<file path="config.mk">
export PLATFORM = sky130hd
export DESIGN_NAME = bitmode_addr_gen
export DESIGN_NICKNAME = d
export VERILOG_FILES = /design/src/rtl/bitmode_addr_gen.sv
export SDC_FILE = /design/constraint.sdc
export NUM_CORES = 1
export LEC_CHECK = 0
export BUFFER_PORTS_ARGS = -buffer_cell sky130_fd_sc_hd__buf_4
export CAP_MARGIN = 20
export CORE_UTILIZATION = 41
export CTS_BUF_LIST = sky130_fd_sc_hd__clkbuf_2
export DETAILED_ROUTE_END_ITERATION = 10
export MAX_ROUTING_LAYER = met4
export PLACE_DENSITY = 0.68
export SLEW_MARGIN = 20
export SYNTH_ARGS = -nofsm -noshare
export SYNTH_HDL_FRONTEND = slang
export SYNTH_SLANG_ARGS = --single-unit
export TNS_END_PERCENT = 30
</file>
<file path="constraint.sdc">
create_clock -name CLK10 -period 2.2 [get_ports CLK10]
set_input_delay 0.33 -clock CLK10 [delete_from_list [all_inputs] [get_ports CLK10]]
set_output_delay 0.33 -clock CLK10 [all_outputs]
set_load 0.1 [all_outputs]
</file>
<file path="src/rtl/bitmode_addr_gen.sv">
// rtl/bitmode_addr_gen.sv - bitmap-mode X/Y pixel address generator with post-access auto-step
// Optional: BITMODE_READBACK_EN returns X/Y on CPU reads of BMBASE+0/+1.
module bitmode_addr_gen #(
    parameter logic [15:0] BMBASE   = 16'h0000,
    parameter bit          NIB_SWAP = 1'b0
) (
    input  logic        CLK10,
    input  logic        RESETn,
    input  logic        BUSEN,
    input  logic [15:0] BA,
    input  logic [7:0]  BD,
    input  logic        WRITEn,
    input  logic        XINCn,
    input  logic        YINCn,
    input  logic        AXn,
    input  logic        AYn,
    input  logic [7:0]  VRD,
    output logic        BITMDn,
    output logic        PIXB,
    output logic [14:0] VA,
    output logic [7:0]  BDO,
    output logic        BDOE
);

    localparam logic [15:0] X_ADDR = BMBASE;
    localparam logic [15:0] Y_ADDR = BMBASE + 16'd1;
    localparam logic [15:0] D_ADDR = BMBASE + 16'd2;

    typedef enum logic {IDLE, STEP} state_t;

    state_t      state, next_state;
    logic [7:0]  x_reg, y_reg;
    logic        busen_q;
    logic [15:0] ba_q;
    logic        bus_acc, wr_x, wr_y, bm_acc, step_en;
    logic [3:0]  nib;

    // A strobe held across cycles on the same address is one access; a new address re-arms it.
    assign bus_acc = BUSEN && (!busen_q || (BA != ba_q));
    assign BITMDn  = (BA != D_ADDR);
    assign wr_x    = bus_acc && !WRITEn && (BA == X_ADDR);
    assign wr_y    = bus_acc && !WRITEn && (BA == Y_ADDR);
    assign bm_acc  = bus_acc && !BITMDn;

    always_ff @(posedge CLK10 or negedge RESETn) begin
        if (!RESETn) begin
            state <= IDLE;
        end else begin
            state <= next_state;
        end
    end

    // A bitmode access seen during STEP re-enters STEP so its step is not lost.
    always_comb begin
        next_state = IDLE;
        if (bm_acc) begin
            next_state = STEP;
        end
    end

    always_comb begin
        step_en = (state == STEP);
    end

    always_ff @(posedge CLK10 or negedge RESETn) begin
        if (!RESETn) begin
            x_reg   <= 8'h00;
            y_reg   <= 8'h00;
            busen_q <= 1'b0;
            ba_q    <= 16'h0000;
        end else begin
            busen_q <= BUSEN;
            ba_q    <= BA;
            if (wr_x) begin
                x_reg <= BD;
            end else if (step_en && !XINCn) begin
                x_reg <= x_reg + (AXn ? 8'hFF : 8'h01);
            end
            if (wr_y) begin
                y_reg <= BD;
            end else if (step_en && !YINCn) begin
                y_reg <= y_reg + (AYn ? 8'hFF : 8'h01);
            end
        end
    end

    assign PIXB = x_reg[0] ^ NIB_SWAP;
    assign VA   = BITMDn ? BA[14:0] : {y_reg, x_reg[7:1]};
    assign nib  = x_reg[0] ? VRD[7:4] : VRD[3:0];

    always_comb begin
        BDOE = 1'b0;
        BDO  = 8'h00;
        if (!BITMDn && WRITEn) begin
            BDOE = 1'b1;
            BDO  = {nib, nib};
        end
`ifdef BITMODE_READBACK_EN
        else if (WRITEn && (BA == X_ADDR)) begin
            BDOE = 1'b1;
            BDO  = x_reg;
        end else if (WRITEn && (BA == Y_ADDR)) begin
            BDOE = 1'b1;
            BDO  = y_reg;
        end
`endif
    end

endmodule

</file>
== After elaboration in Yosys (flattened, before gate mapping) ==
Cells that the tools add are included.
Widths: inputs -> output; s select.
Storage, ports and cells
  flip-flop bits (word level): 34
  input bits: 40
  output and inout bits: 26
  word-level logic and storage cells: 38
Operators by class
  add/subtract/negate cells: 2
  eq/ne operators: 3
  muxes and demuxes: 11
  reduce and logical (&&, ||, !) cells: 17
Operator list (number)
  $mux 8: 7
  $add 8x8->8: 2
  $eq 16x1->1 const B: 1
  $logic_not 16->1: 1
  $ne 16x16->1: 1
  $ne 16x2->1 const B: 1
  $mux 15: 1
  $logic_and 1x1->1: 8
  $logic_not 1->1: 5
  $mux 4: 1
  $reduce_bool 2->1: 2
  $mux 1: 2
  $logic_or 1x1->1: 1

== Longest topological paths before layout ==
Gate-level depths: netlist of run 1.
  depth in word-level cells: 6
  depth in mapped cells: 9
  mapped depth without buffers: 8

== Worst setup path before layout of run 1 ==
No wires, ideal clock.
  path kind: input -> output
  from: input BA[4]
  to: output BDO[4]
  arrival: 3.200 ns
  required time: 1.870 ns
  slack: -1.330 ns
  stages: 6
  buffers on the path: 1
  cells stage by stage: nor4_1 > nand4_1 > nor4b_2 > nand2_1 > nor2_1 > buf_4
Between the ends
  cells in the longest elaborated chain, start to end: 4
Ends and longest elaborated chain
  start: declaration: RTL line 10  | input logic [15:0] BA,
  $ne 16x2->1: RTL line 40  | assign BITMDn = (BA != D_ADDR);
  $logic_not 1->1: RTL line 94  | if (!BITMDn && WRITEn) begin
  $logic_and 1x1->1: RTL line 94
  $mux 8: RTL line 94
  end: declaration: RTL line 21  | output logic [7:0] BDO,
No other way between the ends.

== Final worst setup path of run 1 ==
  from: input BA[7]
  to: output BDO[0]
Same word-level chain as after synthesis.

==> results.json, run 1 <==
{
  "status": "finished with violations",
  "violations": "setup timing",
  "num_vias": 2077,
  "finalInstanceArea_um2": 3390,
  "cellPowerDensity_nw_per_um2": 382,
  "hold_path.class": "in -> reg",
  "first_pass_iters": 4,
  "min_delay_path_depth": 1,
  "crit_arrival_ns": 1.91,
  "final_common_cell": "buf_4",
  "timing.rr.end": "y_reg[7]$_DFFE_PN0P_",
  "async_flop_share_pct": 100,
  "finalSetupViolations": 18,
  "grt_start_max_net_pins": 35,
  "cts_inserted_buffers": 5,
  "cts_buffer_depth": 2,
  "placedCellCount": 388,
  "drt-initial-drc-count": 70,
  "slew_headroom_pct": 71.6,
  "nNetsFinal": 383,
  "crit_path_start_kind": "input pin",
  "wire_per_inst_um": 15.4,
  "core_um2": 5270,
  "avgViaCountPerCell": 5.19,
  "synth_cells": 240,
  "fin_skew_ns": 0.0119,
  "fin_crit_ns": 2.24,
  "critPathBufInv": 3,
  "n_fill_cell": 438,
  "final.period_utilization_pct": 102,
  "crit_fanout": 5,
  "drtAntennaViolNets": 0,
  "synth_top_area_share_pct": 37.0,
  "die_w_um": 76.9,
  "cts_sinks": 34,
  "post_dp_cell_area_um2": 3080,
  "hold_violations": 0,
  "worst_pin_slew_ns": 0.426,
  "ys_ff_latch": 34,
  "synth-edff-count": 0,
  "dieArea_um2": 5920,
  "dp_hpwl_um": 4700,
  "rrSetupSlack_ns": 0.07,
  "htreeDepth": 2,
  "io-pin-count": 66,
  "r2r_start": "y_reg[1]$_DFFE_PN0P_",
  "path_clk_slew_ns": 0.17,
  "fin_hold_ws_ns": 0.0538,
  "portBuffers": 65,
  "syn_to_final_growth_pct": 47.4,
  "layout_common_cells": "65 x buf_4, 33 x dfrtp_1, 20 x xor2_1, 16 x nor2_1, 15 x buf_6",
  "grt_pass1_wl_um": 9870,
  "seq_area_frac_synth_pct": 37.0,
  "drive_above_1_share_pct": 37.9,
  "p_leak_nw": 1.67,
  "ys_top_cells_by_area": "dfrtp_1 37%, xor2_1 7.6%, ha_1 6.5%, mux2_4 5.2%, a21o_1 4.2%",
  "synth.largest_area_cell": "dfrtp_1",
  "synth_flop_cell": "dfrtp_1",
  "r2r.worst_path.cells": 7,
  "maxSlewViolCount": 0,
  "finalWirelength_um": 6140,
  "grt_usage_pct": 21.7,
  "globalRoute.totalOverflow": 0,
  "start_util_pct": 43.7,
  "worst_slack_ns": -0.0351,
  "worstSetupEndpointType": "output pin",
  "finalNonFillerCells": 400,
  "synthDistinctLibCells": 40,
  "criticalPathCategory": "in -> out",
  "slowest_stage": "nor4b_4",
  "die_h_um": 76.9,
  "cp_top_family": "simple AND/OR/NAND/NOR gates",
  "syn_avg_cell_area_um2": 9.59,
  "drc": 0,
  "insertion_delay_ns": 0.38,
  "synth_area_um2": 2300,
  "insertedDiodeCount": 0,
  "clockRootBuffer": "clkbuf_2",
  "fmax_mhz": 447,
  "worst-path-stages": 8,
  "synth_nets": 294,
  "gp_congestion": 0.882,
  "slowest_delay_ns": 0.33,
  "largest_register_ffs": 16,
  "ir_worst_vdd_mv": 0.204,
  "yosysWarnings": 0,
  "grt_pass1_vias": 2070,
  "path_cells": "buf_8 > nor4_4 > nand4_1 > nor4b_4 > buf_4 > nand2_8 > nor2_4 > buf_12",
  "maxCapViolations": 0,
  "final_util_pct": 64.4,
  "grt_antenna_before_repair": 0,
  "cts_tree": "yes",
  "rsz0062_at_grt": "yes",
  "cp.required_ns": 1.87,
  "setup.worst_path.end": "BDO[0]",
  "row_count": 26,
  "crit_start": "BA[7]"
}
==> how the worst min path moves through the flow <==
stage                     startpoint                end  slack, ns
final                          BUSEN  busen_q$_DFF_PN0_       0.05
after global placement        RESETn  ba_q[3]$_DFF_PN0_       0.30
after floorplan               RESETn  ba_q[0]$_DFF_PN0_       0.03
after CTS                      BUSEN  busen_q$_DFF_PN0_       0.04
after global routing           BUSEN  busen_q$_DFF_PN0_       0.02
after detailed placement      RESETn  ba_q[3]$_DFF_PN0_       0.30
==> timing repair <==
action	in CTS	in global routing
resized for setup	14	46
endpoints found under the hold margin	34	0
pin swaps	0	8
hold buffers	1	0
setup buffers	0	3
gates cloned	0	0
endpoints found under the setup margin	21	35
==> cell families after synthesis <==
group	count (synthesis)	synth area share (%)
AO/OA/AOI/OAI	51	14.5
XOR/XNOR	25	9.52
adder cells (fa/ha/maj)	14	8.27
buffers and inverters	24	4.78
flip-flops	34	37.0
multiplexers	15	8.37
AND/OR/NAND/NOR	77	17.6
==> per-stage QoR <==
stage / total power, W / setup WS [ns] / TNS, ns
2_1_floorplan: 0.000847 / -0.329 / -5.56
3_3_place_gp: 0.000992 / -0.0722 / -1.07
3_5_place_dp: 0.000995 / -0.0820 / -1.33
4_1_cts: 0.00129 / -0.0508 / -0.381
5_1_grt: 0.00135 / -0.156 / -2.70
6_report: 0.00129 / -0.0351 / -0.227
==> synth_stat cells (2+ instances only) <==
| cell | n |
|---|---|
| o21ai_0 | 9 |
| nand2b_1 | 4 |
| a21o_1 | 13 |
| xor2_1 | 20 |
| nor2b_1 | 3 |
| fa_1 | 2 |
| or3_1 | 2 |
| a21boi_0 | 2 |
| nand4_1 | 2 |
| a21oi_1 | 13 |
| mux2_2 | 2 |
| xnor2_1 | 5 |
| mux2_4 | 8 |
| nand2_1 | 13 |
| nor3_1 | 8 |
| or4_1 | 2 |
| clkbuf_1 | 4 |
| a211oi_1 | 2 |
| nor3b_1 | 5 |
| o211ai_1 | 4 |
| ha_1 | 12 |
| mux2i_1 | 5 |
| o31ai_1 | 2 |
| dfrtp_1 | 34 |
| nor4_1 | 5 |
| and3_1 | 2 |
| nor2_1 | 21 |
| buf_4 | 4 |
| buf_2 | 3 |
| inv_1 | 12 |
| o2111ai_1 | 2 |
| nor4b_1 | 2 |
| nand3_1 | 6 |
==> report_power, final <==
part	leakage (nW)	total (W)	switching, W	internal [W]
combinational	1.21	0.000363	0.000221	0.000142
sequential	0.431	0.000648	0.00000671	0.000641
clock	0.0304	0.000284	0.000206	0.0000781
==> layout make-up <==
type                       instances  area, um2  share of cell area [%]
multi-input combinational        182       1450                    42.7
timing repair buffer              94        917                    27.0
sequential                        34        855                    25.2
tap                               70       87.6                    2.58
inverter                          12       45.0                    1.33
clock buffer                       6       30.0                   0.885
clock inverter                     2       8.76                   0.258
==> metal layers <==
metal | GRT usage (%) | vias to the layer above | share of wire, %
met5 | - | - | 0
met4 | 5.38 | 0 | 1.3
met3 | 3.93 | 9 | 4.9
met2 | 34.7 | 53 | 49
met1 | 28.4 | 991 | 45
li1 | - | 1024 | -
Power figures use the tool's default switching activity.
==> run 2: changes to the inputs <==
==> constraint.sdc (replaced) <==
create_clock -name CLK10 -period 2.2 [get_ports CLK10]
set_input_delay 0.33 -clock CLK10 [delete_from_list [all_inputs] [get_ports CLK10]]
set_output_delay 0.33 -clock CLK10 [all_outputs]
set_load 0.005 [all_outputs]
==> run 2 against run 1 <==
  * The flow now finishes without violations
  * Via count fell by 3.5%
  * Clock power barely moved
  * Combinational power fell by 39%
  * Setup slack improved by 0.095 ns
  * Critical endpoint is now BDO[4]
  * Final cell count fell by 2.5%
  * Largest power group unchanged
==> results.json, run 2 (synthesis gave the netlist of run 1 again) <==
{
  "maxSlewViolCount": 0,
  "insertion_delay_ns": 0.37,
  "total_power_w": 0.00115,
  "finalNonFillerCells": 390,
  "cts_sinks": 34,
  "insertedDiodeCount": 0,
  "rrSetupSlack_ns": 0.12,
  "path_cells": "buf_4 > nor4_4 > nand4_1 > nor4b_4 > nand2_2 > nor2_1 > buf_4",
  "grt_pass1_wl_um": 9690,
  "drt-initial-drc-count": 76,
  "maxCapViolations": 0,
  "timing.rr.end": "x_reg[6]$_DFFE_PN0P_",
  "crit_path_start_kind": "input pin",
  "slowest_stage": "nor4b_4",
  "p_leak_nw": 1.56,
  "criticalPathCategory": "in -> out",
  "clockRootBuffer": "clkbuf_2",
  "cts_tree": "yes",
  "dieArea_um2": 5920,
  "start_util_pct": 43.7,
  "first_pass_iters": 4,
  "portBuffers": 65,
  "htreeDepth": 2,
  "dp_hpwl_um": 4580,
  "die_h_um": 76.9,
  "placedCellCount": 379,
  "fin_hold_ws_ns": 0.0651,
  "final.period_utilization_pct": 97.3,
  "io-pin-count": 66,
  "holdPathEnd": "busen_q$_DFF_PN0_",
  "gp_congestion": 0.861,
  "final_util_pct": 58.1,
  "fin_crit_ns": 2.14,
  "ir_worst_vdd_mv": 0.158,
  "finalSetupViolations": 0,
  "n_fill_cell": 472,
  "worst_path_most_repeated_cell": "buf_4",
  "cts_buffer_depth": 2,
  "slowest_delay_ns": 0.36,
  "cp.required_ns": 1.87,
  "fmax_mhz": 467,
  "finalWirelength_um": 5750,
  "multi_input_area_um2": 1390,
  "avgViaCountPerCell": 5.14,
  "min_delay_path_depth": 1,
  "slew_headroom_pct": 70.4,
  "r2r.worst_path.cells": 7,
  "grt_antenna_before_repair": 0,
  "grt_pass1_vias": 1966,
  "layout_common_cells": "81 x buf_4, 34 x dfrtp_1, 20 x xor2_1, 18 x nor2_1, 13 x a21o_1",
  "hold_path.class": "in -> reg",
  "die_w_um": 76.9,
  "syn_to_final_growth_pct": 33.2,
  "num_vias": 2004,
  "status": "finished clean",
  "rsz0062_at_grt": "yes",
  "grt_usage_pct": 21.4,
  "crit_fanout": 5,
  "hold_violations": 0,
  "path_clk_slew_ns": 0.18,
  "r2r_start": "x_reg[2]$_DFFE_PN0P_",
  "worstSetupEndpointType": "output pin",
  "nNetsFinal": 373,
  "cellPowerDensity_nw_per_um2": 376,
  "drive_above_1_share_pct": 34.1,
  "largest_register_ffs": 16,
  "core_um2": 5270,
  "cts_inserted_buffers": 5,
  "final_common_cell": "buf_4",
  "seq_area_um2": 851,
  "fin_skew_ns": 0.0195,
  "row_count": 26,
  "wire_per_inst_um": 14.7,
  "globalRoute.totalOverflow": 0,
  "grt_start_max_net_pins": 35,
  "hp-start": "BUSEN",
  "drtAntennaViolNets": 0,
  "crit_arrival_ns": 1.81,
  "drc": 0,
  "worst_pin_slew_ns": 0.444
}
[run 2: stage by stage]
step / cell area (um2) / setup slack [ns] / TNS [ns]
3_5_place_dp: 2940 / 0.0238 / 0
3_3_place_gp: 2940 / 0.0356 / 0
6_report: 3060 / 0.0603 / 0
5_1_grt: 3060 / -0.0242 / -0.113
2_1_floorplan: 2300 / 0.0172 / 0
4_1_cts: 2990 / 0.0822 / 0
[run 2: timing repair]
action	4_1_cts	5_1_grt
setup endpoints to repair	0	25
hold buffers	1	0
hold endpoints to repair	34	0
gates resized for setup	0	14
setup buffers	0	2
[run 2: cell type report]
cell class,instances,share of cell area [%]
multi-input combinational,182,45.4
tap,70,2.86
timing repair buffer,84,21.2
clock buffer,6,0.980
inverter,12,1.47
sequential,34,27.8
clock inverter,2,0.286
[run 2: worst max-delay path by stage]
stage / to / cells past startpoint / slack [ns] / from
2_1_floorplan: x_reg[6]$_DFFE_PN0P_ / 9 / 0.02 / x_reg[0]$_DFFE_PN0P_
3_3_place_gp: y_reg[7]$_DFFE_PN0P_ / 8 / 0.04 / AYn
3_5_place_dp: y_reg[2]$_DFFE_PN0P_ / 9 / 0.02 / BA[6]
5_1_grt: BDOE / 8 / -0.02 / BA[4]
6_report: BDO[4] / 7 / 0.06 / BA[4]
4_1_cts: y_reg[7]$_DFFE_PN0P_ / 7 / 0.08 / y_reg[1]$_DFFE_PN0P_
[run 2: routing by layer]
layer	up-vias	wire length (um)	track usage, %
met4	0	11	2.69
met2	55	2750	34.0
met1	937	2700	28.2
met3	4	295	5.12
met5	-	0	-
li1	1008	-	-
[run 2: power breakdown]
part | switching (W) | total, W | internal, W
Clock | 0.000206 | 0.000285 | 0.0000783
Combinational | 0.000106 | 0.000220 | 0.000115
Sequential | 0.00000662 | 0.000648 | 0.000641
[run 2: worst max-delay path, delay by kind of cell]
kind                   cells  cell delay (ns)
and+or+nand+nor            5             1.20
buffers and inverters      2             0.28
==> run 3: changes to the inputs <==
--- a/config.mk
+++ b/config.mk
@@ -7,11 +7,11 @@
 export LEC_CHECK = 0
 export BUFFER_PORTS_ARGS = -buffer_cell sky130_fd_sc_hd__buf_4
 export CAP_MARGIN = 20
-export CORE_UTILIZATION = 41
+export CORE_UTILIZATION = 49
 export CTS_BUF_LIST = sky130_fd_sc_hd__clkbuf_2
 export DETAILED_ROUTE_END_ITERATION = 10
 export MAX_ROUTING_LAYER = met4
-export PLACE_DENSITY = 0.68
+export PLACE_DENSITY = 0.79
 export SLEW_MARGIN = 20
 export SYNTH_ARGS = -nofsm -noshare
 export SYNTH_HDL_FRONTEND = slang
==> run 3 against run 2 <==
  * The run now ends with DRC left
  * Setup slack worse by 0.0017 ns
  * Critical path depth unchanged
  * Clock-buffer cell count unchanged
  * Core utilization increased by 10 points
  * Final cell count fell by 5.4%
  * Critical endpoint is now y_reg[7]$_DFFE_PN0P_
  * Largest cell class unchanged
==> results.json, run 3 (synthesis gave the netlist of run 1 again) <==
{
  "status": "finished with violations",
  "violations": "DRC",
  "cts_sinks": 34,
  "cts_tree": "yes",
  "drtAntennaViolNets": 0,
  "hold_path.class": "in -> reg",
  "path_clk_slew_ns": 0.16,
  "power_switching_w": 0.000307,
  "num_vias": 2042,
  "insertion_delay_ns": 0.37,
  "clockRootBuffer": "clkbuf_2",
  "drt-initial-drc-count": 140,
  "dieArea_um2": 4970,
  "final_common_cell": "buf_4",
  "combPwrFrac_pct": 19.0,
  "slew_headroom_pct": 72.3,
  "die_h_um": 70.5,
  "first_pass_iters": 9,
  "p_int_w": 0.000831,
  "gp_congestion": 0.864,
  "critPathBufInv": 0,
  "portBuffers": 65,
  "grt_pass1_vias": 1987,
  "seq_area_um2": 851,
  "maxCapViolations": 0,
  "drive_above_1_share_pct": 34.7,
  "insertedDiodeCount": 0,
  "total_power_w": 0.00114,
  "drc": 11,
  "hold_violations": 0,
  "multi_input_area_um2": 1410,
  "avgViaCountPerCell": 5.53,
  "largest_register_ffs": 16,
  "grt_usage_pct": 25.1,
  "cp.required_ns": 2.46,
  "power_frac_clock_pct": 24.1,
  "rsz0062_at_grt": "yes",
  "die_w_um": 70.5,
  "globalRoute.totalOverflow": 0,
  "slowest_delay_ns": 0.47,
  "worst_pin_slew_ns": 0.416,
  "cts_inserted_buffers": 5,
  "slowest_stage": "dfrtp_1",
  "grt_pass1_wl_um": 9480,
  "cellPowerDensity_nw_per_um2": 375,
  "syn_to_final_growth_pct": 31.8,
  "nNetsFinal": 370,
  "final_util_pct": 68.2,
  "sw_frac_of_total_pct": 27.0,
  "crit_path_start_kind": "register",
  "fin_hold_ws_ns": 0.0760,
  "fin_crit_ns": 2.14,
  "n_fill_cell": 344,
  "core_um2": 4440,
  "crit_arrival_ns": 2.40,
  "finalWirelength_um": 5850,
  "row_count": 24,
  "fin_skew_ns": 0.0141,
  "fmax_mhz": 467,
  "p_leak_nw": 1.55,
  "io-pin-count": 66,
  "dp_hpwl_um": 4660,
  "cp_top_family": "simple AND/OR/NAND/NOR gates",
  "path_cells": "ha_4 > a21oi_2 > o2111ai_2 > and3_1 > or3_1 > xnor2_1 > mux2_4",
  "maxSlewViolCount": 0,
  "cts_buffer_depth": 2,
  "start_util_pct": 51.8,
  "wire_per_inst_um": 15.9,
  "p_seq_share_pct": 56.9,
  "criticalPathCategory": "reg -> reg",
  "final.period_utilization_pct": 97.3,
  "layout_common_cells": "78 x buf_4, 34 x dfrtp_1, 20 x xor2_1, 17 x nor2_1, 13 x a21o_1",
  "crit_fanout": 4,
  "grt_start_max_net_pins": 35,
  "finalSetupViolations": 0,
  "grt_antenna_before_repair": 0,
  "htreeDepth": 2,
  "ir_worst_vdd_mv": 0.154,
  "worstSetupEndpointType": "register"
}
[run 3: cell count changes in the layout (fill, tap and decap cells not counted), sizes merged]
cell	delta
buf	-3
[run 3: final timing paths]
path,cells after the start,end,from,slack [ns]
min in group asynchronous,2,ba_q[12]$_DFF_PN0_,RESETn,0.42
hold / removal,1,busen_q$_DFF_PN0_,BUSEN,0.08
max in group asynchronous,2,x_reg[5]$_DFFE_PN0P_,RESETn,1.47
hold reg to reg,2,x_reg[7]$_DFFE_PN0P_,x_reg[7]$_DFFE_PN0P_,0.68
setup / recovery,7,y_reg[7]$_DFFE_PN0P_,y_reg[1]$_DFFE_PN0P_,0.06
setup reg to reg,7,y_reg[7]$_DFFE_PN0P_,y_reg[1]$_DFFE_PN0P_,0.06
[run 3: worst register-to-register path, cell delays in order, from the launching register on]
cell	delay, ns
dfrtp_1	0.47
ha_4	0.24
a21oi_2	0.20
o2111ai_2	0.16
and3_1	0.18
or3_1	0.38
xnor2_1	0.14
mux2_4	0.25
[run 3: cell type report]
| type | count | area share [%] |
|---|---|---|
| multi-input combinational | 182 | 46.4 |
| sequential | 34 | 28.1 |
| clock inverter | 2 | 0.289 |
| tap | 52 | 2.15 |
| clock buffer | 6 | 0.990 |
| inverter | 12 | 1.49 |
| timing repair buffer | 81 | 20.7 |
[run 3: layer usage]
layer | wire [um] | GRT usage (%) | up-vias
met5 | 0 | - | -
met1 | 2540 | 32.9 | 972
met3 | 331 | 3.46 | 2
met2 | 2960 | 42.2 | 65
met4 | 25 | 4.08 | 0
li1 | - | - | 1003
[run 3: repair_timing]
item,in CTS,in global routing
setup buffers,0,2
endpoints found under the hold margin,34,0
setup endpoints to repair,1,28
resized for setup,1,13
pin swaps,0,3
hold buffers,1,0
[run 3: power by group through the flow]
stage               clock (W)  combinational, W  sequential (W)
finish               0.000274          0.000217        0.000647
global route         0.000296          0.000237        0.000649
CTS                  0.000280          0.000212        0.000648
detailed placement          0          0.000210        0.000659
global placement            0          0.000207        0.000659
floorplan                   0         0.0000793        0.000659
[run 3: stage by stage]
stage | std cells | cell area [um2] | TNS, ns | setup WS (ns)
global placement | 358 | 2900 | -0.0371 | -0.0371
finish | 369 | 3030 | 0 | 0.0586
detailed placement | 358 | 2900 | -0.0908 | -0.0791
CTS | 367 | 2950 | 0 | 0.0208
floorplan | 240 | 2300 | 0 | 0.0172
global route | 369 | 3030 | -0.174 | -0.0324
